<file path="config.mk">
export PLATFORM = sky130hd
export DESIGN_NAME = ctrl_seq_v2
export DESIGN_NICKNAME = d
export VERILOG_FILES = /design/src/rtl/ctrl_seq_v2.sv
export SDC_FILE = /design/constraint.sdc
export NUM_CORES = 1
export LEC_CHECK = 0
export ABC_AREA = 1
export BUFFER_PORTS_ARGS = -buffer_cell sky130_fd_sc_hd__buf_2
export CAP_MARGIN = 30
export CORE_ASPECT_RATIO = 0.6
export CORE_MARGIN = 2
export CORE_UTILIZATION = 45
export DETAILED_ROUTE_END_ITERATION = 16
export GPL_TIMING_DRIVEN = 1
export PLACE_DENSITY = 0.79
export SETUP_SLACK_MARGIN = 0.1
export SYNTH_ARGS = -nofsm -noshare
export SYNTH_HDL_FRONTEND = slang
export SYNTH_SLANG_ARGS = --single-unit
</file>
<file path="constraint.sdc">
create_clock -name Clk -period 1.5 [get_ports Clk]
set_clock_uncertainty 0.05 [all_clocks]
set_input_delay 0.3 -clock Clk [delete_from_list [all_inputs] [get_ports Clk]]
set_output_delay 0.3 -clock Clk [all_outputs]
set_load 0.02 [all_outputs]
</file>
<file path="src/rtl/ctrl_seq_v2.sv">
// ctrl_seq_v2: Moore-FSM instruction controller. It fetches 16-bit instructions from a
//   synchronous ROM into the IR and decodes them into datapath control.
// Latency: ROM_LAT+2 cycles per instruction, LOAD takes ROM_LAT+3, HALT is terminal.
//   Control outputs are combinational from the state and the IR.
// Backpressure: none. The ROM is assumed to return data within ROM_LAT cycles, and
//   the datapath always accepts the controls.
// Ports: Clk/Reset (async active-low); rom_addr/rom_q connect the instruction ROM;
//   alu_zero is the datapath zero flag; PC_Out/IR_Out expose the PC and the IR;
//   D_* control data memory; RF_* control the register file; ALU_s0 selects the
//   ALU operation; outState/nextState show the FSM; illegal is a sticky bad-opcode flag.
// Optional feature: define CTRL_JZ_EN to build the jump-if-zero (opcode 7) path.
module ctrl_seq_v2 #(
  parameter int PC_W      = 7,
  parameter int ROM_LAT   = 1,
  parameter int RESET_VEC = 0
) (
  input  logic            Clk,
  input  logic            Reset,
  output logic [PC_W-1:0] rom_addr,
  input  logic [15:0]     rom_q,
  input  logic            alu_zero,
  output logic [PC_W-1:0] PC_Out,
  output logic [15:0]     IR_Out,
  output logic [7:0]      D_Addr,
  output logic            D_Wr,
  output logic            RF_s,
  output logic [3:0]      RF_W_Addr,
  output logic [3:0]      RF_Ra_Addr,
  output logic [3:0]      RF_Rb_Addr,
  output logic            RF_W_en,
  output logic [2:0]      ALU_s0,
  output logic [3:0]      outState,
  output logic [3:0]      nextState,
  output logic            illegal
);

  typedef enum logic [3:0] {
    S_INIT   = 4'h0,
    S_FETCH  = 4'h1,
    S_DECODE = 4'h2,
    S_NOOP   = 4'h3,
    S_LOADA  = 4'h4,
    S_LOADB  = 4'h5,
    S_STORE  = 4'h6,
    S_ADD    = 4'h7,
    S_HALT   = 4'h8,
    S_SUB    = 4'h9,
    S_JMP    = 4'hA,
    S_JZ     = 4'hB
  } state_t;

  state_t          state, state_nxt;
  logic [PC_W-1:0] pc;
  logic [15:0]     ir;
  logic [1:0]      fcnt;
  logic            last_fetch;
  logic            illegal_set;
  logic [3:0]      opcode;

  assign opcode     = ir[15:12];
  // The final Fetch cycle is the one in which rom_q holds the data for the current PC.
  assign last_fetch = (fcnt == 2'(ROM_LAT - 1));

  always_ff @(posedge Clk or negedge Reset) begin
    if (!Reset) begin
      state   <= S_INIT;
      pc      <= PC_W'(RESET_VEC);
      ir      <= 16'h0000;
      fcnt    <= 2'd0;
      illegal <= 1'b0;
    end else begin
      state <= state_nxt;
      if (state == S_FETCH) begin
        fcnt <= last_fetch ? 2'd0 : fcnt + 2'd1;
      end else begin
        fcnt <= 2'd0;
      end
      if (state == S_FETCH && last_fetch) begin
        ir <= rom_q;
        pc <= pc + PC_W'(1);
      end
      // The jump target replaces the PC that was already incremented during Fetch.
      if (state == S_JMP) begin
        pc <= ir[PC_W-1:0];
      end
`ifdef CTRL_JZ_EN
      if (state == S_JZ && alu_zero) begin
        pc <= ir[PC_W-1:0];
      end
`endif
      if (illegal_set) begin
        illegal <= 1'b1;
      end
    end
  end

`ifndef CTRL_JZ_EN
  // alu_zero has no function in this build.
  logic unused_alu_zero;
  assign unused_alu_zero = alu_zero;
`endif

  always_comb begin
    state_nxt   = state;
    illegal_set = 1'b0;
    case (state)
      S_INIT:   state_nxt = S_FETCH;
      S_FETCH:  if (last_fetch) state_nxt = S_DECODE;
      S_DECODE: begin
        case (opcode)
          4'h0:    state_nxt = S_NOOP;
          4'h1:    state_nxt = S_STORE;
          4'h2:    state_nxt = S_LOADA;
          4'h3:    state_nxt = S_ADD;
          4'h4:    state_nxt = S_SUB;
          4'h5:    state_nxt = S_HALT;
          4'h6:    state_nxt = S_JMP;
`ifdef CTRL_JZ_EN
          4'h7:    state_nxt = S_JZ;
`endif
          default: begin
            state_nxt   = S_NOOP;
            illegal_set = 1'b1;
          end
        endcase
      end
      S_LOADA:  state_nxt = S_LOADB;
      S_HALT:   state_nxt = S_HALT;
      default:  state_nxt = S_FETCH;
    endcase
  end

  always_comb begin
    D_Addr     = 8'h00;
    D_Wr       = 1'b0;
    RF_s       = 1'b0;
    RF_W_Addr  = 4'h0;
    RF_Ra_Addr = 4'h0;
    RF_Rb_Addr = 4'h0;
    RF_W_en    = 1'b0;
    ALU_s0     = 3'b000;
    case (state)
      S_STORE: begin
        D_Addr     = ir[11:4];
        RF_Ra_Addr = ir[3:0];
        D_Wr       = 1'b1;
      end
      S_LOADA: begin
        D_Addr    = ir[11:4];
        RF_W_Addr = ir[3:0];
        RF_s      = 1'b1;
      end
      S_LOADB: begin
        D_Addr    = ir[11:4];
        RF_W_Addr = ir[3:0];
        RF_s      = 1'b1;
        RF_W_en   = 1'b1;
      end
      S_ADD, S_SUB: begin
        RF_Ra_Addr = ir[11:8];
        RF_Rb_Addr = ir[7:4];
        RF_W_Addr  = ir[3:0];
        ALU_s0     = (state == S_ADD) ? 3'b001 : 3'b010;
        RF_W_en    = 1'b1;
      end
`ifdef CTRL_JZ_EN
      S_JZ: begin
        RF_Ra_Addr = ir[11:8];
        ALU_s0     = 3'b000;
      end
`endif
      default: ;
    endcase
  end

  assign rom_addr  = pc;
  assign PC_Out    = pc;
  assign IR_Out    = ir;
  assign outState  = state;
  assign nextState = state_nxt;

endmodule

</file>
==> metrics.md <==
| Metric | Value |
|---|---|
| Share of cells above drive strength 1 | 0.673 |
| Die X | 83.7 um |
| Post-synth EDFFs | 0 |
| Vias per cell | 5.71 |
| Share of the clock period used by the worst path | 1.33 |
| Initial Util | 0.469 |
| Max-cap violations | 0 |
| Worst-path fanout max | 5 |
| Vias after detailed routing | 2,228 |
| N_diodes | 0 |
| Synth warn | 0 |
| Register bit total from synthesis | 30 |
| Commonest cells after routing, fill and taps aside | 51 x buf_2, 35 x buf_6, 29 x inv_1 |
| Clock slew seen by the registers of the worst setup and hold paths | 0.09 ns |
| Syn Nets | 246 |
| Clock Path Buffers | 2 |
| HP Class | in2reg |
| Core Util, Final | 0.889 |
| Sequential power share | 0.209 |
| Violated checks | setup timing |
| Critical Path RT | 1.15 ns |
| First-pass GRT wire length | 9.47 mm |
| Clk pwr share | 0.112 |
| CP endpoint kind | primary output |
| Final hold vios | 0 |
| Setup_tns | -17.47 ns |
| Largest family of logic cells by synthesized area | simple AND/OR/NAND/NOR gates |
| Synth Area in Compound Gates | 0.0971 |
| Vias in the first global route | 1,895 |
| Layout area overhead | 89.7% |
| Fin nets | 364 |
| Run status | finished, violations left |
| Post-synthesis sequential area ratio | 0.438 |
| WL per Instance | 21.2 um |
| Rows | 17 |
| Adder-cell area share of the yosys netlist | 0.0219 |
| Mapped Area | 1710 um2 |
| I/O Pins | 84 |
| Htree depth | 2 |
| Dominant synthesized flop cell | dfrtp_1 |
| Critical path data arrival time | 1.65 ns |
| Antenna violations before repair | 0 |
| XOR/XNOR share of the synthesized area | 0.0153 |
| Tmin final | 2.00 ns |
| Syn_area_per_cell | 7.65 um2 |
| Final wirelength | 8.25 mm |
| Largest net degree at the start of global routing | 31 |
| Post-synthesis simple-gate area fraction | 0.279 |
| CTS tree | built |
| PortBufs | 81 |
| Chip height | 51.8 um |
| Detail Placement HPWL | 3.56 mm |
| Setup-failing EPs final | 52 |
| Total Routing Usage GR | 0.288 |
| CP Class | reg2out |
| Final ANT Viol Nets | 0 |
| Mapped Cells | 224 |
| CTS root buffer | clkbuf_8 |
| FF-to-FF path depth | 11 |
| Gr ovfl total | 0 |
| Psw | 4.13 mW |
| Die footprint | 4340 um2 |
| # DRC | 0 |
| Static leakage | 1.75 nW |
| Async SR Flop Fraction | 1.00 |
| Max Freq | 0.501 GHz |
| Synth unique cells | 21 |
| DR iter-0 viols | 157 |
| Peak supply drop | 0.00223 V |
| Comb pwr share | 0.679 |
| Placer's final routability congestion estimate | 0.882 |
| First drt pass iteration count | 6 |
| P_int | 4.08 mW |
| Placeable Area | 3660 um2 |
| Pwr/cell area | 2520 nW/um2 |
| Hold path cells | 3 |
| RSZ-0062 raised after global routing | yes |
| Final Worst Setup Slack | -0.497 ns |
| Sw frac | 0.503 |
| Count of pins over their slew limit | 0 |
| Clock Sinks | 30 |
| CTS Buf Count | 5 |
| Clk Latency, worst-skew pair | 0.30 ns |
| Critical path startpoint category | flip-flop |
| Commonest non-fill, non-tap cell in the layout | buf_2 |
| Mux share of post-synthesis cell area | 0 |
## Yosys cell counts (3+ instances only)
library cell | n | area (um2)
nand2_1 | 50 | 188
inv_1 | 38 | 143
dfrtp_1 | 30 | 751
nand3_1 | 26 | 130
o21ai_0 | 21 | 105
nor2_1 | 19 | 71.3
buf_4 | 8 | 60.1
inv_2 | 4 | 15.0
nor2_4 | 4 | 45.0
buf_6 | 3 | 33.8
ha_1 | 3 | 37.5
o21ai_1 | 3 | 15.0
xnor2_1 | 3 | 26.3
## final timing paths
check,startpoint,end,slack [ns]
setup reg to reg,outState[0],IR_Out[11],-0.34
hold / removal,rom_q[12],IR_Out[12],0.15
min in group asynchronous,Reset,outState[0],0.49
hold reg to reg,illegal,illegal,0.46
setup / recovery,outState[0],nextState[0],-0.50
max in group asynchronous,Reset,outState[3],0.58
## critical path, cell delays in order (launching register included)
cell and delay [ns]:
dfrtp_2 0.46, inv_4 0.13, nor2_4 0.05, buf_4 0.14, nand2_4 0.10, nor2_2 0.06
nor2_2 0.14, nand2_2 0.11, buf_6 0.14
## routing by layer
metal | track usage | routed length [um]
met1 | 0.361 | 3320
met3 | 0.0667 | 774
met2 | 0.501 | 3790
met4 | 0.0968 | 369
met5 | 0 | 0
## through the flow
stage	instance area (um2)	power (mW)	setup slack [ns]	std cells	hold slack, ns
5_1_grt	3250	8.46	-0.521	390	0.168
6_report	3250	8.21	-0.497	390	0.155
3_5_place_dp	2370	4.97	-0.122	360	0.288
2_1_floorplan	1830	3.83	0.0157	224	-0.0456
4_1_cts	2890	6.81	-0.350	381	0.166
3_3_place_gp	2370	4.86	-0.0845	360	0.291
## flip-flops by register name (all words and copies together) (netlist names)
name and flops:
fcnt 2, illegal 1, outState 4, PC_Out 7, IR_Out 16
## repair_timing
action                     CTS  global route
gates cloned                 2             1
gates resized for setup     84            85
setup endpoints to repair   51            54
hold buffers                 1             0
hold endpoints to repair    30             0
pin swaps                    7            15
buffers inserted            10            11
## final cells by class
cell class                      count  area, um2
Tap cell                           47       58.8
Timing Repair Buffer              122       1020
Sequential cell                    30        756
Clock inverter                      1       30.0
Clock buffer                        7       86.3
Fill cell                         148        407
Inverter                           42        168
Multi-Input combinational cell    141       1130
## power groups by stage
stage	combinational [mW]	sequential, mW	clock (mW)
floorplan	1.87	1.97	0
global placement	3.28	1.59	0
detailed placement	3.35	1.61	0
CTS	4.35	1.60	0.858
global route	5.78	1.74	0.936
finish	5.57	1.71	0.921
## cells by family after synthesis
group,after synthesis
XOR/XNOR,3
AND/OR/NAND/NOR,103
buffers and inverters,53
other,1
adder cells (fa/ha/maj),3
flip-flops,30
AO/OA/AOI/OAI,31
(Power assumes the default switching activity.)
